--- src/rtl/mac_accumulator.sv ---
// mac_accumulator: saturating dot-product accumulator fed by the 8x8 multiplier.
// Sums `len` unsigned 16-bit products received over a valid/ready handshake and
// presents the result on an output handshake. All outputs are registered.
module mac_accumulator #(
  parameter int ACC_W = 24  // legal range 16..32
) (
  input  logic             clk,
  input  logic             rst,
  input  logic             start,
  input  logic [7:0]       len,
  output logic             busy,
  input  logic [15:0]      prod,
  input  logic             prod_valid,
  output logic             prod_ready,
  output logic [ACC_W-1:0] acc_out,
  output logic             out_valid,
  input  logic             out_ready,
  output logic             ovf,
  output logic [7:0]       count
);

  localparam logic [1:0] S_IDLE  = 2'd0;
  localparam logic [1:0] S_ACCUM = 2'd1;
  localparam logic [1:0] S_DONE  = 2'd2;

  logic [1:0]       r_state;
  logic [1:0]       w_state_next;
  logic [7:0]       r_len;
  logic [7:0]       r_count;
  logic [ACC_W-1:0] r_acc;
  logic             r_ovf;
  logic             r_busy;
  logic             r_prod_ready;
  logic             r_out_valid;

  logic             w_start_ok;
  logic             w_beat;
  logic             w_last;
  logic [ACC_W:0]   w_sum;

  // start is only honoured in IDLE; a beat is only taken while prod_ready is asserted
  assign w_start_ok = (r_state == S_IDLE) && start;
  assign w_beat     = r_prod_ready && prod_valid;
  // count never reaches 255 while accumulating, so the +1 cannot wrap
  assign w_last     = ((r_count + 8'd1) == r_len);
  // one extra bit catches the carry out that triggers saturation
  assign w_sum      = {1'b0, r_acc} + {{(ACC_W - 15){1'b0}}, prod};

  // next-state decode for the IDLE -> ACCUM/DONE -> IDLE sequence
  always_comb begin
    w_state_next = r_state;
    case (r_state)
      S_IDLE: begin
        if (start) begin
          w_state_next = (len == 8'd0) ? S_DONE : S_ACCUM;
        end
      end
      S_ACCUM: begin
        if (w_beat && w_last) begin
          w_state_next = S_DONE;
        end
      end
      S_DONE: begin
        if (out_ready) begin
          w_state_next = S_IDLE;
        end
      end
      default: w_state_next = S_IDLE;
    endcase
  end

  // state plus status flags decoded from the next state so they are glitch-free registers
  always_ff @(posedge clk or posedge rst) begin
    if (rst) begin
      r_state      <= S_IDLE;
      r_busy       <= 1'b0;
      r_prod_ready <= 1'b0;
      r_out_valid  <= 1'b0;
    end else begin
      r_state      <= w_state_next;
      r_busy       <= (w_state_next != S_IDLE);
      r_prod_ready <= (w_state_next == S_ACCUM);
      r_out_valid  <= (w_state_next == S_DONE);
    end
  end

  // datapath: latch len on start, accumulate with saturation on each accepted beat
  always_ff @(posedge clk or posedge rst) begin
    if (rst) begin
      r_len   <= 8'd0;
      r_count <= 8'd0;
      r_acc   <= '0;
      r_ovf   <= 1'b0;
    end else if (w_start_ok) begin
      r_len   <= len;
      r_count <= 8'd0;
      r_acc   <= '0;
      r_ovf   <= 1'b0;
    end else if (w_beat) begin
      r_count <= r_count + 8'd1;
      if (w_sum[ACC_W]) begin
        // once at all-ones any further sum carries again, so the value sticks
        r_acc <= '1;
        r_ovf <= 1'b1;
      end else begin
        r_acc <= w_sum[ACC_W-1:0];
      end
    end
  end

  assign busy       = r_busy;
  assign prod_ready = r_prod_ready;
  assign out_valid  = r_out_valid;
  assign acc_out    = r_acc;
  assign ovf        = r_ovf;
  assign count      = r_count;

endmodule

--- config.mk ---
export PLATFORM = sky130hd
export DESIGN_NAME = mac_accumulator
export DESIGN_NICKNAME = d
export VERILOG_FILES = /design/src/rtl/mac_accumulator.sv
export SDC_FILE = /design/constraint.sdc
export NUM_CORES = 1
export LEC_CHECK = 0
export CAP_MARGIN = 20
export CORE_MARGIN = 3
export CORE_UTILIZATION = 40
export DETAILED_ROUTE_END_ITERATION = 16
export PLACE_DENSITY = 0.69
export SLEW_MARGIN = 15
export SYNTH_ARGS = -nofsm -noshare
export SYNTH_HDL_FRONTEND = slang
export SYNTH_SLANG_ARGS = --single-unit
--- constraint.sdc ---
create_clock -name clk -period 3.05 [get_ports clk]
set_input_delay 0.61 -clock clk [delete_from_list [all_inputs] [get_ports clk]]
set_output_delay 0.61 -clock clk [all_outputs]
set_load 0.02 [all_outputs]
==> results of run 1 <==
kinds of logic (layout without fill, tap and decap cells):
group                    Yosys count  in the layout  share of synthesized area
adder cells (fa/ha/maj)           18             18                     0.0737
AO/OA/AOI/OAI                    101            101                      0.223
XOR/XNOR                          32             32                     0.0888
multiplexers                       3              3                    0.00952
AND/OR/NAND/NOR                  136            136                      0.205
flip-flops                        46             46                      0.365
buffers and inverters             19             93                     0.0349
Yosys cell counts (8+ instances only):
| cell type | instances | area (µm²) |
|---|---|---|
| a21oi_1 | 26 | 130 |
| o21ai_0 | 22 | 110 |
| xor2_1 | 16 | 140 |
| clkbuf_1 | 8 | 30.0 |
| nand3_1 | 12 | 60.1 |
| ha_1 | 17 | 213 |
| xnor2_1 | 16 | 140 |
| nor2_1 | 16 | 60.1 |
| a21o_1 | 8 | 60.1 |
| a31oi_1 | 14 | 87.6 |
| dfrtp_1 | 46 | 1150 |
| nand2_1 | 66 | 248 |
worst paths after layout:
| kind | from | cells past startpoint | slack (ns) | end |
|---|---|---|---|---|
| worst max-delay path | prod[0] | 10 | 0.29 | acc_out[18] |
| worst min-delay path | r_state[1] | 1 | 0.50 | busy |
| worst max register to register | acc_out[0] | 9 | 0.61 | acc_out[18] |
| worst min register to register | r_state[1] | 1 | 0.50 | busy |
| max in group asynchronous | rst | 3 | 1.78 | acc_out[10] |
| min in group asynchronous | rst | 2 | 0.66 | count[6] |
registers in the layout, indices dropped and copies added (netlist names):
name and flops:
r_len 8, r_state 2, ovf 1, count 8
prod_ready 1, acc_out 24, out_valid 1, busy 1
routing by layer:
layer,part of all wire,track usage,wire length (µm),vias to the layer above
li1,-,-,-,1431
met1,0.47,0.265,3760,1380
met2,0.47,0.300,3760,77
met3,0.050,0.0295,395,5
met4,0.0058,0.0385,46,0
met5,0,0,0,-
worst max-delay path: cells and delay by family:
| family | cells | cell delay (ns) |
|---|---|---|
| AO/OA/AOI/OAI | 5 | 0.97 |
| buffers and inverters | 2 | 0.57 |
| XOR/XNOR | 1 | 0.16 |
| adder cells (fa/ha/maj) | 2 | 0.63 |
report_power, final:
| part | internal, W | switching (W) | total [W] |
|---|---|---|---|
| Combinational | 0.00109 | 0.00128 | 0.00236 |
| Sequential | 0.000835 | 0.000224 | 0.00106 |
| Clock | 0.000246 | 0.000231 | 0.000477 |
| Total | 0.00217 | 0.00173 | 0.00390 |
per-stage QoR:
step           instance area, µm²   util  setup slack (ns)  TNS (ns)
2_1_floorplan                3160      -             0.520         0
3_3_place_gp                 3990  0.536            0.0137         0
3_5_place_dp                 3990  0.536           -0.0317    -0.109
4_1_cts                      4100  0.551             0.290         0
5_1_grt                      4100  0.551             0.181         0
6_report                     4100  0.551             0.290         0
final cells by class:
cell class | count | share of cell area
timing repair buffer | 81 | 0.196
tap | 99 | 0.0302
sequential | 46 | 0.281
clock buffer | 5 | 0.0168
multi-input combinational | 290 | 0.462
clock inverter | 3 | 0.0107
inverter | 4 | 0.00366
==> metrics.md, run 1 <==
| Metric | Value |
|---|---|
| Async set-reset flop share out of synthesis | 1.00 |
| Final slew viol count | 0 |
| Max Freq | 0.362 GHz |
| PortBufs | 64 |
| Diodes inserted | 0 |
| Clk slew on worst S/H paths | 0.09 ns |
| Final setup violation count | 0 |
| Fillers | 728 |
| Mapped Nets | 402 |
| Setup crit start kind | primary input |
| Cts repair resizes | 0 |
| Final GP Congestion | 0.876 |
| Critical-path top delay cell | clkdlybuf4s50_1 |
| Vias in the first global route | 2865 |
| WHS | 0.502 ns |
| Sequential cell area | 1150 µm² |
| First-pass GRT wire length | 13.6 mm |
| Core ar. | 7450 µm² |
| Die area | 8990 µm² |
| Yosys reg bits | 46 |
| Via count | 2893 |
| CTS tree | done |
| Largest net degree at the start of global routing | 32 |
| Hold Vio Cnt, Final | 0 |
| Drt drc | 0 |
| Max-slew headroom | 0.603 |
| Mean Syn Cell Area | 8.89 µm² |
| PD cells | 950 nW/µm² |
| Seq/Total Area, Yosys | 0.365 |
| Status | complete, no violations |
| CTS sink count | 46 |
| Die H | 94.8 µm |
| Clk_lat worst skew | 0.30 ns |
| Hold_buf cts | 0 |
| Period utilization | 0.905 |
| VDD IR max | 0.485 mV |
| RSZ-0062 raised after global routing | false |
| Crit. End Element | register |
| Die W | 94.8 µm |
| CP cell instances | clkdlybuf4s50_1 -> ha_1 -> fa_1 -> a21o_1 -> a221o_2 -> buf_4 -> a41oi_1 -> o21ai_0 -> xnor2_1 -> a21oi_1 |
| TritonRoute pass-1 iters | 4 |
| Initial antenna violation count | 0 |
| Synthesized area | 3160 µm² |
| Antenna Nets Post-Route | 0 |
| YS warnings | 0 |
| 1st-iter DRT viols | 148 |
| Slew @ Worst Pin | 0.595 ns |
| Commonest non-fill, non-tap cell in the layout | nand2_1 |
| Num rows | 31 |
| Critical path class | primary input to register |
| Layout area overhead | 30.0% |
| Cells after DPL | 520 |
| Fin nets | 475 |
| Tot Pwr | 0.00390 W |
| DP HPWL | 6.03 mm |
| Initial Util | 0.424 |
| EDFF count, synth | 0 |
| Wire length per cell | 15.1 µm |
| Total track usage | 0.187 |
| Share of post-route cells with drive strength above 1 | 0.103 |
| WP data required | 3.22 ns |
| Critical Path Max Stage Delay | 0.41 ns |
| Worst hold path type | register to register |
| # IOs | 65 |
| Most frequent cells in the layout | nand2_1 (66), clkdlybuf4s50_1 (64), dfrtp_1 (46) |
| Vias/cell | 5.48 |
| Clock Tree Buf Depth | 2 |
| Max Clock Skew | 0.00584 ns |
| Overflow after GRT | 0 |
| WL final | 7.96 mm |
| Distinct cells, synth | 54 |
| Max-Cap Viols | 0 |
| Final Non-Filler Cells | 528 |
| Area taken by multi-input logic gates | 1890 µm² |
| Post-synth top flop | dfrtp_1 |
| Total CTS buffers | 5 |
| CP arrival | 2.93 ns |
| Number of post-CTS setup repair buffers | 0 |
| Fin crit period | 2.76 ns |
| Leakage | 1.74 nW |
| Cells after Synth | 355 |
| CP max FO | 4 |
| Root Driver | clkbuf_8 |
| H-tree levels | 2 |
(Power assumes the default switching activity.)
==> inputs of run 2 (changes only) <==
--- a/config.mk
+++ b/config.mk
@@ -6,10 +6,11 @@
 export NUM_CORES = 1
 export LEC_CHECK = 0
 export CAP_MARGIN = 20
+export CORE_ASPECT_RATIO = 0.9
 export CORE_MARGIN = 3
 export CORE_UTILIZATION = 40
 export DETAILED_ROUTE_END_ITERATION = 16
-export PLACE_DENSITY = 0.69
+export PLACE_DENSITY_LB_ADDON = 0.15
 export SLEW_MARGIN = 15
 export SYNTH_ARGS = -nofsm -noshare
 export SYNTH_HDL_FRONTEND = slang
==> run 2 against run 1 <==
  * Core utilization is 2.3 points lower
  * Die area about the same
  * Clock skew up 0.0026 ns
  * Flip-flop and latch count unchanged
  * Design area down 1.9%
  * Maximum frequency grew 0.19%
  * Sequential share of layout area is 0.53 points higher
  * Via count decreased by 0.45%
  * Register-to-register slack hardly changed
  * Setup slack better by 0.0052 ns
  * First-iteration DRC count up 32%
  * Critical path depth is 1 lower
  * Critical path type unchanged
  * Largest power group unchanged
==> metrics.md, run 2 (synthesis gave the netlist of run 1 again) <==
| Metric | Value |
|---|---|
| Die W | 99.6 µm |
| Number of post-CTS setup repair buffers | 0 |
| Max-Cap Viols | 0 |
| Root Driver | clkbuf_8 |
| Slew @ Worst Pin | 0.517 ns |
| RSZ-0062 raised after global routing | false |
| CP arrival | 2.92 ns |
| Crit. End Element | register |
| Period utilization | 0.903 |
| TritonRoute pass-1 iters | 4 |
| VDD IR max | 0.405 mV |
| R2r setup slk | 0.60 ns |
| CP max FO | 23 |
| CTS tree | done |
| Setup slack after layout | 0.295 ns |
| Final Cell Area | 4030 µm² |
| Max Freq | 0.363 GHz |
| Core ar. | 7620 µm² |
| Clk_lat worst skew | 0.31 ns |
| Clock Tree Buf Depth | 2 |
| Internal power | 0.00209 W |
| Clock share of power | 0.104 |
| Total CTS buffers | 5 |
| 1st-iter DRT viols | 195 |
| Die area | 8990 µm² |
| Critical path class | primary input to register |
| Max Clock Skew | 0.00842 ns |
| Drt drc | 0 |
| Worst hold path type | register to register |
| Diodes inserted | 0 |
| Status | complete, no violations |
| Clk slew on worst S/H paths | 0.10 ns |
| Sw Ratio | 0.454 |
| Tot Pwr | 0.00383 W |
| Most frequent cells in the layout | nand2_1 (66), clkdlybuf4s50_1 (64), dfrtp_1 (46) |
| Vias in the first global route | 2851 |
| PortBufs | 64 |
| Die H | 90.3 µm |
| First-pass GRT wire length | 14.3 mm |
| Via count | 2880 |
| WP data required | 3.22 ns |
| PD cells | 952 nW/µm² |
| Max-slew headroom | 0.655 |
| Share of post-route cells with drive strength above 1 | 0.0984 |
| Fin nets | 473 |
| Largest net degree at the start of global routing | 34 |
| H-tree levels | 2 |
| DP HPWL | 6.13 mm |
| Sequential share of power | 0.281 |
| CTS sink count | 46 |
| R2R cell count | 8 |
| Overflow after GRT | 0 |
| Final setup violation count | 0 |
| Area after DPL | 3930 µm² |
| Layout area overhead | 27.6% |
| Net Switching | 0.00174 W |
| Max FFs per register | 24 |
| Initial antenna violation count | 0 |
| Fin crit period | 2.75 ns |
| Final slew viol count | 0 |
| # IOs | 65 |
| Commonest non-fill, non-tap cell in the layout | nand2_1 |
| Wire length per cell | 15.7 µm |
| Final GP Congestion | 0.873 |
| Dpl ws | -0.0263 ns |
| Num rows | 30 |
| Leakage | 1.70 nW |
| Antenna Nets Post-Route | 0 |
| RR Endpoint | acc_out[14] |
| Setup crit start kind | primary input |
| Hold Vio Cnt, Final | 0 |
| Reg2reg start | acc_out[0] |
| Vias/cell | 5.51 |
| Hold path start | r_len[1] |
| Hold_buf cts | 0 |
| WL final | 8.22 mm |
| Cts repair resizes | 0 |
| Hold path endpoint | r_len[1] |
| Logic pwr share | 0.615 |
| Initial Util | 0.414 |
| Total track usage | 0.193 |
| WHS Path Cells | 2 |
-- run 2: changes by cell type in the layout (fill, tap and decap cells not counted) --
cell and delta:
clkinv_2 -1, clkinvlp_4 +2, buf_4 +1, bufinv_16 -1
buf_12 -3
-- run 2: through the flow --
stage	util	setup TNS [ns]	hold WS (ns)	instances
finish	0.528	0	0.513	523
global route	0.528	0	0.559	523
CTS	0.528	0	0.516	523
detailed placement	0.516	-0.0646	0.490	515
global placement	0.516	0	0.486	515
floorplan	-	0	0.458	355
-- run 2: power groups by stage --
stage               clock network [W]  logic, W  registers, W
detailed placement                  0   0.00236       0.00109
global placement                    0   0.00232       0.00108
floorplan                           0   0.00143       0.00122
global route                 0.000428   0.00263       0.00112
CTS                          0.000408   0.00237       0.00108
finish                       0.000400   0.00236       0.00108
-- run 2: layer usage --
layer / wire length (µm) / track usage / up-vias
met2: 3560 / 0.285 / 58
met4: 51 / 0.0375 / 0
li1: - / - / 1427
met1: 4290 / 0.299 / 1391
met3: 323 / 0.0309 / 4
met5: 0 / 0 / -
-- run 2: critical path, cell delays in order --
cell,delay [ns]
clkdlybuf4s50_1,0.40
ha_1,0.23
fa_1,0.39
a21o_1,0.21
a221o_2,0.36
o2bb2ai_2,0.14
o2bb2ai_2,0.14
nand3_4,0.29
a31oi_1,0.14
-- run 2: how the worst max path moves through the flow --
stage / from / endpoint / cells after the start
2_1_floorplan: prod[0] / acc_out[10] / 9
3_5_place_dp: prod[0] / acc_out[14] / 9
6_report: prod[0] / acc_out[14] / 9
3_3_place_gp: prod[0] / acc_out[15] / 9
5_1_grt: prod[0] / acc_out[10] / 9
4_1_cts: prod[0] / acc_out[14] / 9
-- run 2: cell type report --
type / count / area [µm²]
Inverter: 4 / 15.0
Timing Repair Buffer: 79 / 753
Sequential cell: 46 / 1150
Clock inverter: 3 / 23.8
Tap cell: 96 / 120
Clock buffer: 5 / 68.8
Multi-Input combinational cell: 290 / 1890
Fill cell: 724 / 3590
==> inputs of run 3 (changes only) <==
--- a/config.mk
+++ b/config.mk
@@ -9,7 +9,9 @@
 export CORE_ASPECT_RATIO = 0.9
 export CORE_MARGIN = 3
 export CORE_UTILIZATION = 40
+export CTS_CLUSTER_DIAMETER = 40
 export DETAILED_ROUTE_END_ITERATION = 16
+export GPL_ROUTABILITY_DRIVEN = 0
 export PLACE_DENSITY_LB_ADDON = 0.15
 export SLEW_MARGIN = 15
 export SYNTH_ARGS = -nofsm -noshare
==> results of run 3 <==
No change in the layout: final DEF, timing and power equal those of run 2.
